==> src/rtl/sync_fifo_fwft.sv <==
// Single-clock FIFO over a registered-read RAM, with standard or first-word-fall-through read,
// occupancy count, almost-full/empty thresholds, sticky overflow/underflow and synchronous flush.
module sync_fifo_fwft #(
  parameter int WIDTH         = 8,
  parameter int DEPTH         = 64,
  parameter int FWFT          = 1,
  parameter int AFULL_THRESH  = DEPTH - 4,
  parameter int AEMPTY_THRESH = 4
) (
  input  logic                     i_clk,
  input  logic                     i_rst_n,
  input  logic                     i_clr,
  input  logic                     i_wr_en,
  input  logic [WIDTH-1:0]         i_wr_data,
  input  logic                     i_rd_en,
  output logic [WIDTH-1:0]         o_rd_data,
  output logic                     o_rd_valid,
  output logic                     o_full,
  output logic                     o_empty,
  output logic                     o_almost_full,
  output logic                     o_almost_empty,
  output logic [$clog2(DEPTH):0]   o_count,
  output logic                     o_overflow,
  output logic                     o_underflow,
  input  logic                     i_err_clr
);

  localparam int AW = $clog2(DEPTH);
  localparam int CW = AW + 1;
  localparam logic [AW:0] DEPTH_C = CW'(DEPTH);
  localparam logic [AW:0] AF_C    = CW'(AFULL_THRESH);
  localparam logic [AW:0] AE_C    = CW'(AEMPTY_THRESH);

  logic [WIDTH-1:0] mem [DEPTH];

  logic [AW:0]      wptr_q, wptr_d, rptr_q, rptr_d, cnt_q, cnt_d;
  logic [WIDTH-1:0] ram_q, out_q;
  logic             ram_vld_q, ram_vld_d, out_vld_q, out_vld_d;
  logic             ovf_q, ovf_d, udf_q, udf_d;
  logic             full, empty, rd_avail, wr_acc, rd_acc, ram_rd, s1_move;

  always_comb begin
    full      = (cnt_q == DEPTH_C);
    empty     = (cnt_q == '0);
    rd_avail  = (FWFT != 0) ? out_vld_q : !empty;
    wr_acc    = i_wr_en && !full && !i_clr;
    rd_acc    = i_rd_en && rd_avail && !i_clr;
    ram_rd    = 1'b0;
    s1_move   = 1'b0;
    ram_vld_d = 1'b0;
    out_vld_d = 1'b0;
    if (FWFT != 0) begin
      // Prefetch: RAM word -> ram_q -> out_q; a pop frees the whole chain in one cycle.
      s1_move   = ram_vld_q && (!out_vld_q || rd_acc) && !i_clr;
      ram_rd    = (wptr_q != rptr_q) && (!ram_vld_q || s1_move) && !i_clr;
      ram_vld_d = ram_rd || (ram_vld_q && !s1_move);
      out_vld_d = s1_move || (out_vld_q && !rd_acc);
    end else begin
      ram_rd    = rd_acc;
      ram_vld_d = rd_acc;
    end
    wptr_d = wptr_q + CW'(wr_acc);
    rptr_d = rptr_q + CW'(ram_rd);
    cnt_d  = cnt_q + CW'(wr_acc) - CW'(rd_acc);
    if (i_clr) begin
      wptr_d    = '0;
      rptr_d    = '0;
      cnt_d     = '0;
      ram_vld_d = 1'b0;
      out_vld_d = 1'b0;
    end
    // A fresh error in the same cycle as i_err_clr keeps the flag set.
    ovf_d = (i_wr_en && full && !i_clr) || (ovf_q && !i_err_clr);
    udf_d = (i_rd_en && !rd_avail && !i_clr) || (udf_q && !i_err_clr);
  end

  always_ff @(posedge i_clk) begin
    if (wr_acc) mem[wptr_q[AW-1:0]] <= i_wr_data;
  end

  always_ff @(posedge i_clk or negedge i_rst_n) begin
    if (!i_rst_n) begin
      wptr_q    <= '0;
      rptr_q    <= '0;
      cnt_q     <= '0;
      ram_q     <= '0;
      out_q     <= '0;
      ram_vld_q <= 1'b0;
      out_vld_q <= 1'b0;
      ovf_q     <= 1'b0;
      udf_q     <= 1'b0;
    end else begin
      wptr_q    <= wptr_d;
      rptr_q    <= rptr_d;
      cnt_q     <= cnt_d;
      ram_vld_q <= ram_vld_d;
      out_vld_q <= out_vld_d;
      ovf_q     <= ovf_d;
      udf_q     <= udf_d;
      if (ram_rd)  ram_q <= mem[rptr_q[AW-1:0]];
      if (s1_move) out_q <= ram_q;
    end
  end

  assign o_rd_data      = (FWFT != 0) ? out_q : ram_q;
  assign o_rd_valid     = (FWFT != 0) ? out_vld_q : ram_vld_q;
  assign o_full         = full;
  assign o_empty        = empty;
  assign o_almost_full  = (cnt_q >= AF_C);
  assign o_almost_empty = (cnt_q <= AE_C);
  assign o_count        = cnt_q;
  assign o_overflow     = ovf_q;
  assign o_underflow    = udf_q;

endmodule

==> config.mk <==
export PLATFORM = sky130hd
export DESIGN_NAME = sync_fifo_fwft
export DESIGN_NICKNAME = d
export VERILOG_FILES = /design/src/rtl/sync_fifo_fwft.sv
export SDC_FILE = /design/constraint.sdc
export NUM_CORES = 1
export LEC_CHECK = 0
export BUFFER_PORTS_ARGS = -buffer_cell sky130_fd_sc_hd__buf_2
export CAP_MARGIN = 20
export CORE_AREA = 2 2 337 172
export CTS_CLUSTER_DIAMETER = 50
export CTS_CLUSTER_SIZE = 20
export DETAILED_ROUTE_END_ITERATION = 12
export DIE_AREA = 0 0 339 174
export PLACE_DENSITY_LB_ADDON = 0.15
export SLEW_MARGIN = 20
export SYNTH_ARGS = -nofsm -noshare
export SYNTH_HDL_FRONTEND = slang
export SYNTH_SLANG_ARGS = --single-unit
==> constraint.sdc <==
create_clock -name i_clk -period 2.9 [get_ports i_clk]
set_clock_uncertainty 0.1 [all_clocks]
set_input_delay 0.58 -clock i_clk [delete_from_list [all_inputs] [get_ports i_clk]]
set_output_delay 0.58 -clock i_clk [all_outputs]
set_load 0.02 [all_outputs]
==> metrics.txt <==
DRC errors left 0; final hold vios 0; die span in x roughly 340 um; Post-synth EDFFs between 500 and 600; RePlAce Congestion roughly 0.86; top cells by count, synth 512 x edfxtp_1, 108 x nor2_1, 100 x mux4_2; Pre-antenna DRT Iters 7; io pins 36; Clock Latency Late Sink 0.57 ns; syn nets 1236; pre-CTS setup slack -0.0212 ns; # rows 62; gr busiest metal met1; min-delay src i_err_clr; post-layout util 0.453; initial antenna violation count 2; routed wire length ~60000 um; met1 Usage GRT 0.340; period utilization 0.968; Initial Util 0.394; CP max FO 4; CP Data Required Time about 3.2 ns; Max Clk Rate 356 MHz; Syn-to-layout area delta 15.0%; worst r2r src o_count[4]; Avg WL per Cell ~27 um; critical path launch point type register; dpl hpwl around 40000 um; vias after detailed routing around 12000; initial DRC count between 1000 and 1500; core footprint about 56000 um2; final setup margin between 0.09 and 0.1 ns; CTS max path bufs 3; minimum clock period 2.81 ns; Max-Cap Viols 0; RSZ-0062 raised after global routing yes; layout cells sized above 1 0.281; P per Cell Area a little under 700 nW/um2; Die Ht about 170 um; TritonCTS Buffers 37; register area ~16000 um2; reg2reg setup slack between 0.09 and 0.1 ns; Yosys cell types 55; H-tree levels 2; GRT met2 Usage 0.252; largest net degree at the start of global routing 65; largest area contributor in the netlist edfxtp_1; Worst Max-Slew Pin Slew approximately 1 ns; Vias/cell around 5.5; crit path launch o_count[4]; Worst-path clk slew 0.07 ns; antenna viol nets, final 0; CTS tree yes; vias in the first global route 11666; fin nets around 1400; leakage power between 8 and 9 nW; post-synthesis sequential area ratio 0.739; critical path class reg2reg; Hold WS 0.137 ns; area share of the largest cell type after synthesis 0.692; Cell Area, Synth between 20000 and 25000 um2; crit path DAT between 3 and 4 ns; YS warnings 0; Root Driver clkbuf_16; Critical Path Sink Type register; status finished clean; Area contributors post-synth edfxtp_1 69%, mux4_2 10%, dfrtp_1 4.6%; CTS Sinks 553; post-synthesis cell count approximately 1200; GRT Total Usage 0.201; worst hold path type in2reg; GR Overflow Total 0; Avg Cell Area, Syn approximately 18 um2; most common cell in the netlist edfxtp_1; Slew headroom 0.334; met3 GRT Util 0.0575; FFs w/ async S/R, synth 0.0741; total power about 17 mW; first-pass GRT wire length between 80000 and 90000 um; Port Buffers 35; final setup fails 0; Post-synth top flop edfxtp_1; # fillers 4876; maximum vdd drop 360 uV; Multi-input gate area 5410 um2; die area around 59000 um2; number of synthesized register bits approximately 550; Slew Limit Fails 0
## path summary, 6_finish.rpt
kind	cells past startpoint	endpoint
hold / removal	2	o_underflow
min in group asynchronous	2	o_count[3]
hold reg to reg	1	o_rd_data[0]
setup reg to reg	17	o_count[6]
setup / recovery	17	o_count[6]
max in group asynchronous	3	o_overflow
## placed cells by master, fill, tap and decap left out, types with 10 or more instances in the layout
master	instances
buf_12	10
nand2_1	39
nor2b_1	15
nor2_1	106
buf_2	35
clkbuf_16	37
inv_1	14
buf_4	160
ha_1	17
edfxtp_1	512
mux4_2	100
o21ai_1	11
a21oi_1	13
dfrtp_1	33
nand3_1	31
nor3_1	11
a22oi_1	29
mux2i_1	75
## cell type report
| cell class | instances | area share |
|---|---|---|
| Inverter | 19 | 0.00279 |
| Timing Repair Buffer | 206 | 0.0622 |
| Clock inverter | 13 | 0.00441 |
| Sequential cell | 553 | 0.643 |
| Tap cell | 768 | 0.0376 |
| Antenna cell | 3 | 0.000294 |
| Clock buffer | 46 | 0.0376 |
| Multi-Input combinational cell | 567 | 0.212 |
## where the power goes
part           internal [mW]  switching, mW
logic                   1.33           1.60
registers               8.88          0.204
clock network           2.41           2.75
total                   12.6           4.56
## critical path: stages (launching register included)
cell and delay [ns]:
dfrtp_2 0.41, inv_2 0.09, ha_2 0.18, nand2_2 0.08
nor2_4 0.16, nor2_4 0.06, inv_1 0.05, ha_1 0.22
inv_1 0.06, ha_2 0.17, inv_1 0.06, fa_2 0.37
nand2b_4 0.16, a21oi_4 0.15, o21ai_1 0.08, a21oi_1 0.14
or3_1 0.12, a21oi_1 0.05
## per-layer routing
layer | up-vias | part of all wire
li1 | 5122 | -
met2 | 453 | 0.38
met4 | 2 | 0.013
met5 | - | 0.00022
met1 | 6284 | 0.51
met3 | 53 | 0.096
## flip-flops by register name (all words and copies together), names as in the netlist
signal and count:
o_count 7, ram_q 8, o_underflow 1, o_rd_data 8, mem 512, o_rd_valid 1, rptr_q 7, o_overflow 1
ram_vld_q 1, wptr_q 7
## what timing repair did
item,4_1_cts,5_1_grt
hold endpoints to repair,27,0
endpoints found under the setup margin,1,4
gates resized for setup,1,8
pin swaps,0,2
hold buffers,1,0
setup buffers,0,1
## per-stage QoR
stage | instance area (um2) | instances | setup TNS (ns)
after detailed placement | 24400 | 2111 | -0.0212
after CTS | 25500 | 2171 | 0
final | 25500 | 2175 | 0
after floorplan | 22300 | 1201 | 0
after global placement | 24400 | 2111 | 0
after global routing | 25500 | 2172 | -0.0548
## logic make-up (layout without fill, tap and decap cells)
group | count (synthesis) | count (layout) | share of synthesized area
flops | 553 | 553 | 0.739
fa+ha+maj | 21 | 21 | 0.0122
mux | 184 | 184 | 0.140
buf+inv | 81 | 284 | 0.0205
simple gates | 242 | 242 | 0.0498
xor+xnor | 18 | 18 | 0.00710
compound gates | 102 | 102 | 0.0321
other cells | 0 | 3 | 0
Power figures use the tool's default switching activity.
